**config.mk**
```make
export PLATFORM = sky130hd
export DESIGN_NAME = apb_cmd_master
export DESIGN_NICKNAME = d
export VERILOG_FILES = /design/src/rtl/apb_cmd_master.sv
export SDC_FILE = /design/constraint.sdc
export NUM_CORES = 1
export LEC_CHECK = 0
export ABC_AREA = 0
export BUFFER_PORTS_ARGS = -buffer_cell sky130_fd_sc_hd__buf_2
export CAP_MARGIN = 20
export CORE_MARGIN = 3
export CORE_UTILIZATION = 49
export DETAILED_ROUTE_END_ITERATION = 12
export PLACE_DENSITY = 0.85
export SKIP_CTS_REPAIR_TIMING = 1
export SLEW_MARGIN = 20
export SYNTH_ARGS = -nofsm -noshare
export SYNTH_HDL_FRONTEND = slang
export SYNTH_SLANG_ARGS = --single-unit
```
**constraint.sdc**
```tcl
create_clock -name PCLK -period 4.5 [get_ports PCLK]
set_clock_uncertainty 0.15 [all_clocks]
set_input_delay 0.675 -clock PCLK [delete_from_list [all_inputs] [get_ports PCLK]]
set_output_delay 0.675 -clock PCLK [all_outputs]
set_load 0.01 [all_outputs]
```
**src/rtl/apb_cmd_master.sv**
```systemverilog
// APB requester: takes single read/write commands on a valid/ready port and
// runs each through SETUP/ACCESS, returning read data or a timeout error.
module apb_cmd_master #(
    parameter int unsigned ADDR_W  = 32,
    parameter int unsigned DATA_W  = 32,
    parameter int unsigned TIMEOUT = 16
) (
    input  logic              PCLK,
    input  logic              PRESET,
    input  logic              cmd_valid,
    output logic              cmd_ready,
    input  logic              cmd_write,
    input  logic [ADDR_W-1:0] cmd_addr,
    input  logic [DATA_W-1:0] cmd_wdata,
    output logic              rsp_valid,
    output logic [DATA_W-1:0] rsp_rdata,
    output logic              rsp_err,
    output logic [ADDR_W-1:0] PADDR_o,
    output logic [DATA_W-1:0] PWDATA_o,
    output logic              PWRITE_o,
    output logic              PSELx_o,
    output logic              PENABLE_o,
    input  logic [DATA_W-1:0] PRDATA_i,
    input  logic              PREADY_i
);

    typedef enum logic [1:0] {IDLE, SETUP, ACCESS} state_t;

    state_t              state_q, state_d;
    logic [7:0]          waitCnt_q, waitCnt_d;
    logic [ADDR_W-1:0]   paddr_q, paddr_d;
    logic [DATA_W-1:0]   pwdata_q, pwdata_d;
    logic                pwrite_q, pwrite_d;
    logic                psel_q, psel_d;
    logic                penable_q, penable_d;
    logic                cmdReady_q, cmdReady_d;
    logic                rspValid_q, rspValid_d;
    logic [DATA_W-1:0]   rspRdata_q, rspRdata_d;
    logic                rspErr_q, rspErr_d;
    logic [7:0]          waitInc;
    logic                timeoutHit;

    // Saturating wait count; the abort fires on the edge where it would reach TIMEOUT.
    assign waitInc    = (waitCnt_q == 8'hFF) ? waitCnt_q : waitCnt_q + 8'd1;
    assign timeoutHit = (TIMEOUT != 0) && (32'(waitInc) >= TIMEOUT);

    always_comb begin
        state_d    = state_q;
        waitCnt_d  = waitCnt_q;
        paddr_d    = paddr_q;
        pwdata_d   = pwdata_q;
        pwrite_d   = pwrite_q;
        rspValid_d = 1'b0;
        rspRdata_d = rspRdata_q;
        rspErr_d   = rspErr_q;

        case (state_q)
            IDLE: begin
                if (cmd_valid) begin
                    paddr_d   = cmd_addr;
                    pwdata_d  = cmd_wdata;
                    pwrite_d  = cmd_write;
                    waitCnt_d = 8'd0;
                    state_d   = SETUP;
                end
            end
            SETUP: begin
                state_d = ACCESS;
            end
            ACCESS: begin
                if (PREADY_i) begin
                    rspValid_d = 1'b1;
                    rspErr_d   = 1'b0;
                    rspRdata_d = pwrite_q ? '0 : PRDATA_i;
                    state_d    = IDLE;
                end else begin
                    waitCnt_d = waitInc;
                    if (timeoutHit) begin
                        rspValid_d = 1'b1;
                        rspErr_d   = 1'b1;
                        rspRdata_d = '0;
                        state_d    = IDLE;
                    end
                end
            end
            default: begin
                state_d = IDLE;
            end
        endcase

        // Bus controls are decoded from the next state so they leave the flops aligned with it.
        psel_d     = (state_d != IDLE);
        penable_d  = (state_d == ACCESS);
        cmdReady_d = (state_d == IDLE);
    end

    always_ff @(posedge PCLK) begin
        if (PRESET) begin
            state_q    <= IDLE;
            waitCnt_q  <= 8'd0;
            paddr_q    <= '0;
            pwdata_q   <= '0;
            pwrite_q   <= 1'b0;
            psel_q     <= 1'b0;
            penable_q  <= 1'b0;
            cmdReady_q <= 1'b1;
            rspValid_q <= 1'b0;
            rspRdata_q <= '0;
            rspErr_q   <= 1'b0;
        end else begin
            state_q    <= state_d;
            waitCnt_q  <= waitCnt_d;
            paddr_q    <= paddr_d;
            pwdata_q   <= pwdata_d;
            pwrite_q   <= pwrite_d;
            psel_q     <= psel_d;
            penable_q  <= penable_d;
            cmdReady_q <= cmdReady_d;
            rspValid_q <= rspValid_d;
            rspRdata_q <= rspRdata_d;
            rspErr_q   <= rspErr_d;
        end
    end

    assign cmd_ready = cmdReady_q;
    assign rsp_valid = rspValid_q;
    assign rsp_rdata = rspRdata_q;
    assign rsp_err   = rspErr_q;
    assign PADDR_o   = paddr_q;
    assign PWDATA_o  = pwdata_q;
    assign PWRITE_o  = pwrite_q;
    assign PSELx_o   = psel_q;
    assign PENABLE_o = penable_q;

endmodule
```
# == Word-level counts from Yosys, hierarchy flattened ==
# Index checks and enable logic that the tools add are counted.
# word_totals
register_bits,112
latch_bits,0
ram_bits,0
romBits,0
input_bits,101
output_inout_bits,102
wordCells,44
memories,0
# classes
add_sub_neg,1
multipliers,0
div,0
n_lt_le_gt_ge,1
n_eq_ne,6
n_shift,0
n_mux,15
n_bitwise,1
n_reduce_logical,9
# ops
cell,count
two-way mux 32 bit,3
two-way mux 8 bit,3
one-hot mux 8 bit (2 select lines),1
adder 8 x 1 -> 8 bit (second input constant),1
== test 8 bit (second input constant),1
>= comparator 8 x 5 -> 1 bit (second input constant),1
two-way mux 2 bit,3
one-hot mux 2 bit (3 select lines),1
nonzero test 2 bit,3
== test 2 bit (second input constant),2
zero test 2 bit,2
two-way mux 1 bit,4
!= test 2 bit (second input constant),2
AND reduction 2 bit,2
AND reduction 3 bit,1
== test 2 x 1 -> 1 bit (second input constant),1
OR reduction 2 bit,1
NOT 1 bit,1

# == Longest topological paths before layout ==
# Gate-level depths: netlist of the first run.
# depth
ltp_word,7
depth_mapped,7
mapped_depth_nobuf,5

# == Worst setup path before layout of the first run ==
# No wires, ideal clock.
# synth_path
path_kind,input to register
startpoint,input PREADY_i
endpoint,register waitCnt_q[3]
setup_ns,0.070
t_arrival_ns,1.782
path_slack_ns,2.498
stages,5
path_buffers,1
path_cell_list,buf_2 -> nand2b_1 -> a21o_1 -> or4_1 -> a21boi_1
# synth_between
elab_chain_len,2
# synth_rtl
element,line_no,text
"start, declared",24,input logic PREADY_i
!= test 2 bit (no source line),--,
AND reduction 3 bit (no source line),--,
"end signal, assigned",112,waitCnt_q <= waitCnt_d;
"end, declared",30,"logic [7:0] waitCnt_q, waitCnt_d;"
# Every way passes these cells.
# A chain may end at the register's enable or synchronous reset.

# == Worst setup path in the final report of the first run ==
# layout_path
startpoint,input cmd_valid
endpoint,"register paddr_q[22], in the netlist PADDR_o[22]"
# layout_between
elab_chain_len,1
# layout_rtl
element,line_no,text
"start, declared",10,"input logic cmd_valid,"
AND reduction 2 bit (no source line),--,
"end signal, assigned",113,paddr_q <= paddr_d;
"end, declared",31,"logic [ADDR_W-1:0] paddr_q, paddr_d;"
# Every way passes these cells.

==> results of run 1 <==
[Yosys cell counts (all sizes together)]
| library cell | instances |
|---|---|
| a31oi | 2 |
| a21o | 2 |
| nand2b | 5 |
| and3 | 1 |
| inv | 2 |
| and4 | 2 |
| nand2 | 137 |
| nor2b | 1 |
| o21bai | 1 |
| nor4b | 1 |
| nor3b | 2 |
| and3b | 1 |
| clkbuf | 14 |
| nor2 | 4 |
| o41ai | 1 |
| nor3 | 2 |
| a21boi | 3 |
| o21ai | 2 |
| buf | 17 |
| a21oi | 72 |
| nor4 | 3 |
| nand3 | 5 |
| a311oi | 2 |
| a221oi | 1 |
| dfxtp | 112 |
| o31ai | 1 |
| mux2i | 2 |
| a22o | 32 |
| nand4 | 2 |
| or3 | 3 |
| or4 | 2 |
| o21a | 1 |
| ha | 1 |
[power groups by stage]
stage | combinational (mW) | clock [mW] | sequential, mW
3_3_place_gp | 0.238 | 0 | 1.09
2_1_floorplan | 0.116 | 0 | 1.11
6_report | 0.245 | 0.600 | 1.07
3_5_place_dp | 0.246 | 0 | 1.09
5_1_grt | 0.272 | 0.661 | 1.07
4_1_cts | 0.246 | 0.623 | 1.07
[per-stage QoR]
stage	cells	worst slack, ns	cell area (um2)	util, %
2_1_floorplan	439	2.50	4010	-
3_3_place_gp	716	1.97	5040	64.3
3_5_place_dp	716	1.89	5050	64.3
4_1_cts	732	2.26	5250	66.9
5_1_grt	732	2.09	5250	66.9
6_report	732	2.24	5250	66.9
[worst paths after layout]
kind         startpoint          end  slack [ns]  cells after the start
min          PADDR_o[4]   PADDR_o[4]        0.31                      2
min reg2reg  PADDR_o[4]   PADDR_o[4]        0.31                      2
max           cmd_valid  PADDR_o[22]        2.24                      5
max reg2reg  state_q[1]  PADDR_o[22]        2.26                      4
[logic make-up after synthesis]
family / count (synthesis) / synth area share [%]
buffers and inverters: 33 / 3.96
multiplexers: 2 / 0.499
adder cells (fa/ha/maj): 1 / 0.312
AO/OA/AOI/OAI: 120 / 20.2
AND/OR/NAND/NOR: 171 / 19.1
flip-flops: 112 / 55.9
[final cells by class]
| class | instances | area [um2] | area share (%) |
|---|---|---|---|
| inverter | 2 | 7.51 | 0.143 |
| sequential | 112 | 2240 | 42.7 |
| timing repair buffer | 206 | 1040 | 19.8 |
| clock inverter | 7 | 75.1 | 1.43 |
| clock buffer | 9 | 124 | 2.36 |
| tap | 102 | 128 | 2.43 |
| multi-input combinational | 294 | 1630 | 31.1 |
[worst reg2reg max path, delay by kind of cell, from the launching register on]
family / cells / cell delay (ns)
flops: 1 / 0.42
simple gates: 2 / 0.92
compound gates: 1 / 0.15
buf+inv: 1 / 0.54
[sequential cells by signal, summed over array words and instances (netlist names)]
name       cells
PSELx_o        1
PWRITE_o       1
PENABLE_o      1
PADDR_o       32
state_q        2
waitCnt_q      8
rsp_err        1
cmd_ready      1
rsp_rdata     32
rsp_valid      1
PWDATA_o      32
[layer usage]
| metal | routed length (um) | vias up | track usage, % |
|---|---|---|---|
| li1 | - | 1869 | - |
| met5 | 0 | - | 0 |
| met4 | 174 | 0 | 7.83 |
| met1 | 3990 | 1728 | 22.7 |
| met2 | 5020 | 138 | 36.8 |
| met3 | 744 | 17 | 4.88 |
==> results.py, run 1 <==
metrics = {
    "run_status": {
        "status": "finished clean",
    },
    "detailed_routing": {
        "drt_first_pass_iters": 5,
        "drtAntennaViolNets": 0,
        "dr_total_vias": 3752,
        "wl_um": 9920,
        "drt_iter0_drc": 129,
        "drc_errors": 0,
        "avgRoutedWirePerCell_um": 13.6,
        "viasPerCell": 5.13,
    },
    "pwr": {
        "pwr-share-clk_pct": 31.4,
        "combPwrFrac_pct": 12.8,
        "power.internal_mw": 1.41,
        "ir_drop_mv": 0.213,
        "seqPwrFrac_pct": 55.8,
        "design_power_total_mw": 1.91,
        "p_sw_uw": 502,
        "power_density_mw_per_mm2": 364,
        "p_leak_nw": 2.50,
        "switching_share_pct": 26.3,
    },
    "timing": {
        "hold-worst-slack_ns": 0.307,
        "finalCritPeriodShare_pct": 50.1,
        "tightest_slew_ns": 0.906,
        "hold_viol": 0,
        "fin_crit_ns": 2.26,
        "max_slew_margin_pct": 39.6,
        "setup_viol_count_final": 0,
        "max_freq_mhz": 443,
        "slew_viol_final": 0,
        "rsz0062_at_grt": "false",
        "setup_tns_ns": 0,
    },
    "cells_and_area": {
        "area_delta_synth_final_pct": 30.9,
        "n_antenna_cell": 0,
        "drive_gt1_share_pct": 40.8,
        "layout_common_cells": "buf_2 (202), nand2_1 (136), dfxtp_1 (112)",
        "n_fill_cell": 639,
        "nets": 727,
        "final_common_cell": "buf_2",
    },
    "die": {
        "dieArea_mm2": 0.00931,
        "die_h_um": 96.5,
        "start_util_pct": 51.1,
        "io_pins": 203,
        "core-area_mm2": 0.00785,
        "die_x_um": 96.5,
        "num_rows": 32,
    },
    "min_path": {
        "hold_class": "reg -> reg",
    },
    "global_route": {
        "antenna_found_initial": 0,
        "grt_max_degree": 68,
        "first_global_vias": 3546,
        "grt_pass1_wl_um": 15200,
        "grt_overflow": 0,
        "track_usage_pct": 20.2,
    },
    "clocking": {
        "clk_latency_ns": 0.35,
        "cts_tree": "yes",
        "clk_pin_slew_worst_paths_ns": 0.11,
        "clockBufferDepth": 2,
        "clock_sink_count": 112,
        "h-tree-depth": 3,
        "cts_buffers": 9,
        "cts_root_buf": "clkbuf_8",
    },
    "setup_path": {
        "worst-path-max-fanout": 46,
        "crit_slowest_cell": "nor3b_4",
        "path_cells": "buf_2 -> nor3b_4 -> buf_4 -> nand2_1 -> a21oi_1",
        "critPathKind": "in -> reg",
        "worst-path-buf-inv": 2,
        "worst-endpoint-required_ns": 4.64,
        "cp-start-kind": "input pin",
        "critPathCaptureType": "register",
        "critPathTopFamily": "simple AND/OR/NAND/NOR gates",
        "cp.arrival_ns": 2.39,
        "cpPeakStageDelay_ns": 0.77,
    },
    "synth": {
        "synth_area_mm2": 0.00401,
        "seq_area_frac_synth_pct": 55.9,
        "synthesis.nets": 541,
        "ys_types": 46,
        "syn_area_per_cell_um2": 9.13,
        "ys_warn_count": 0,
        "synth.area.top_cells": "dfxtp_1 (56%), nand2_1 (13%), a21oi_1 (8.9%)",
        "ys_seq_elements": 112,
        "synth_top_area_share_pct": 55.9,
        "postSynthCellCount": 439,
        "synth_area_leader_cell": "dfxtp_1",
    },
    "placed_design": {
        "place_hpwl_um": 7140,
        "gp_congestion": 0.771,
        "port_buffers": 202,
    },
    "job": {
        "maxCapViolations": 0,
    },
}
(Power assumes the default switching activity.)
==> inputs of run 2 (changes only) <==
--- a/config.mk
+++ b/config.mk
@@ -5,13 +5,13 @@
 export SDC_FILE = /design/constraint.sdc
 export NUM_CORES = 1
 export LEC_CHECK = 0
-export ABC_AREA = 0
+export ABC_AREA = 1
 export BUFFER_PORTS_ARGS = -buffer_cell sky130_fd_sc_hd__buf_2
 export CAP_MARGIN = 20
 export CORE_MARGIN = 3
-export CORE_UTILIZATION = 49
+export CORE_UTILIZATION = 41
 export DETAILED_ROUTE_END_ITERATION = 12
-export PLACE_DENSITY = 0.85
+export PLACE_DENSITY = 0.75
 export SKIP_CTS_REPAIR_TIMING = 1
 export SLEW_MARGIN = 20
 export SYNTH_ARGS = -nofsm -noshare
==> constraint.sdc (replaced) <==
create_clock -name PCLK -period 1.9 [get_ports PCLK]
set_clock_uncertainty 0.15 [all_clocks]
set_input_delay 0.285 -clock PCLK [delete_from_list [all_inputs] [get_ports PCLK]]
set_output_delay 0.285 -clock PCLK [all_outputs]
set_load 0.01 [all_outputs]
==> run 2 against run 1 <==
Effect of this change: the flow now finishes with violations (setup timing); worst hold slack lost 0.26 ns; sequential cell count is the same; critical path depth grew 6; count of clock-buffer cells in the layout grew 3; total power increased by 140%; register-to-register slack got worse by 2.3 ns; cell count grew 27%; largest cell class unchanged.
==> results.py, run 2 <==
metrics = {
    "synth": {
        "yosys.area_share.xor_xnor_pct": 0.212,
        "yosys.area_share.simple_pct": 34.2,
        "seq_area_frac_synth_pct": 54.3,
        "synthAdderAreaFrac_pct": 0.303,
        "synth.area.top_cells": "dfxtp_1 (54%), nand2_1 (17%), nand3_1 (8.7%)",
        "synth_area_mm2": 0.00413,
        "synth_area_leader_cell": "dfxtp_1",
        "ys_types": 21,
        "syn_area_per_cell_um2": 7.74,
        "synth.area.mux_share_pct": 0,
        "synth_top_area_share_pct": 54.3,
        "yosysMostFrequentCell": "nand2_1",
        "synth_common_cells": "nand2_1 (192), dfxtp_1 (112), nand3_1 (72)",
        "postSynthCellCount": 534,
        "synth_compound_area_share_pct": 5.39,
        "ys_warn_count": 0,
        "ys_seq_elements": 112,
        "synth_edf_count": 0,
        "synth-async-reset-ratio_pct": 0,
        "synth_top_family_by_area": "simple AND/OR/NAND/NOR gates",
        "synth-main-ff-cell": "dfxtp_1",
        "synthesis.nets": 636,
    },
    "timing": {
        "hold_viol": 0,
        "max_slew_margin_pct": 74.3,
        "fin_crit_ns": 1.91,
        "rsz0062_at_grt": "true",
        "finalCritPeriodShare_pct": 100,
        "tightest_slew_ns": 0.386,
        "max_freq_mhz": 524,
        "setup_tns_ns": -0.00722,
        "setup_viol_count_final": 1,
        "setup_ws_ns": -0.00722,
        "slew_viol_final": 0,
    },
    "setup_path": {
        "worst-path-max-fanout": 8,
        "timing.rr.start": "waitCnt_q[1]",
        "cp-start-kind": "register",
        "rr_worst_depth": 11,
        "cp.arrival_ns": 2.05,
        "critPathKind": "reg -> reg",
        "worst-r2r-setup-slack_ns": -0.007,
        "r2r-end": "rsp_rdata[23]",
        "worst-endpoint-required_ns": 2.04,
        "critPathCaptureType": "register",
    },
    "die": {
        "die_x_um": 106,
        "num_rows": 36,
        "io_pins": 203,
        "dieArea_mm2": 0.0113,
        "core-area_mm2": 0.00977,
        "die_h_um": 106,
        "start_util_pct": 42.3,
    },
    "placed_design": {
        "place_inst": 839,
        "port_buffers": 202,
        "place_hpwl_um": 7850,
        "gp_congestion": 0.790,
        "placedInstanceArea_mm2": 0.00526,
    },
    "detailed_routing": {
        "drt_iter0_drc": 424,
        "viasPerCell": 5.11,
        "drtAntennaViolNets": 0,
        "dr_total_vias": 4745,
        "drt_first_pass_iters": 6,
        "avgRoutedWirePerCell_um": 15.3,
        "wl_um": 14200,
        "drc_errors": 0,
    },
    "pwr": {
        "ir_drop_mv": 0.409,
        "p_leak_nw": 3.13,
        "design_power_total_mw": 4.54,
        "power_density_mw_per_mm2": 718,
    },
    "cells_and_area": {
        "layout_common_cells": "buf_2 (202), nand2_1 (184), dfxtp_1 (107)",
        "stdcell_area_mm2": 0.00632,
        "n_fill_cell": 791,
        "nets": 894,
        "fin_cells": 929,
        "final_common_cell": "buf_2",
        "n_antenna_cell": 0,
        "finish.utilization_pct": 64.7,
        "area_delta_synth_final_pct": 53.0,
        "drive_gt1_share_pct": 33.8,
    },
    "clocking": {
        "cts_tree": "yes",
        "clockBufferDepth": 2,
        "cts_root_buf": "clkbuf_8",
        "clk_pin_slew_worst_paths_ns": 0.09,
        "clock_sink_count": 112,
        "clk_latency_ns": 0.37,
        "cts_buffers": 9,
        "h-tree-depth": 3,
    },
    "global_route": {
        "grt_overflow": 0,
        "grt_pass1_wl_um": 18200,
        "grt_max_degree": 66,
        "gr-usage-met1_pct": 23.7,
        "use_met2_pct": 31.3,
        "first_global_vias": 3963,
        "track_usage_pct": 19.5,
        "met3_usage_pct": 7.71,
        "busiest_layer": "met2",
        "antenna_found_initial": 0,
    },
    "min_path": {
        "hold_path.startpoint": "PRDATA_i[26]",
        "holdPathStages": 3,
        "hold_class": "in -> reg",
        "hold_path_end": "rsp_rdata[26]",
    },
    "run_status": {
        "violations": "setup timing",
        "status": "complete, but fails checks",
    },
    "job": {
        "maxCapViolations": 0,
    },
}
## run 2: how the worst max path moves through the flow
| stage | startpoint | endpoint | slack, ns | cells past startpoint |
|---|---|---|---|---|
| after global placement | waitCnt_q[1] | rsp_rdata[30] | 0.001 | 11 |
| final | waitCnt_q[1] | rsp_rdata[23] | -0.007 | 11 |
| after global routing | waitCnt_q[1] | rsp_rdata[23] | -0.13 | 11 |
| after detailed placement | waitCnt_q[1] | rsp_rdata[24] | -0.16 | 11 |
| after CTS | waitCnt_q[1] | rsp_rdata[24] | -0.18 | 11 |
| after floorplan | waitCnt_q[0] | rsp_rdata[28] | 0.14 | 12 |
## run 2: where the power goes
group	leakage, nW	switching (mW)	internal, mW	total, mW
Sequential	0.918	0.0700	2.47	2.54
Clock	0.0862	0.747	0.506	1.25
Combinational	2.13	0.415	0.335	0.750
## run 2: kinds of logic (layout without fill, tap and decap cells)
logic type	count (synthesis)	in the layout
fa+ha+maj	1	1
buf+inv	56	314
compound gates	43	43
xor+xnor	1	1
simple gates	321	325
flops	112	112
## run 2: area by class of cell
type,count,area [um2],area share (%)
flip-flops and latches,112,2250,35.6
well taps,133,166,2.63
multi-input cells,370,1870,29.5
clock buffers,12,145,2.29
repair buffers,282,1810,28.6
clock inverters,3,18.8,0.297
inverters,17,63.8,1.01
## run 2: stage by stage
step	worst slack [ns]	hold WS [ns]
finish	-0.00722	0.0423
global route	-0.125	0.0209
CTS	-0.185	-0.0690
detailed placement	-0.157	0.301
global placement	0.00141	0.294
floorplan	0.135	0.238
## run 2: layer usage
layer / vias to the layer above / wire (um)
li1: 2269 / -
met1: 2169 / 5310
met2: 277 / 7000
met3: 30 / 1580
met4: 0 / 295
met5: - / 0
## run 2: critical path, stage by stage (launching register included)
cell and delay [ns]:
dfxtp_4 0.38, ha_4 0.16, nand3_4 0.11, nor2_4 0.14, nand2_2 0.07, nand2_2 0.07
nand3_2 0.08, nor2_4 0.16, nand2_8 0.14, nand2_4 0.16, nand2_1 0.08, a21oi_1 0.14
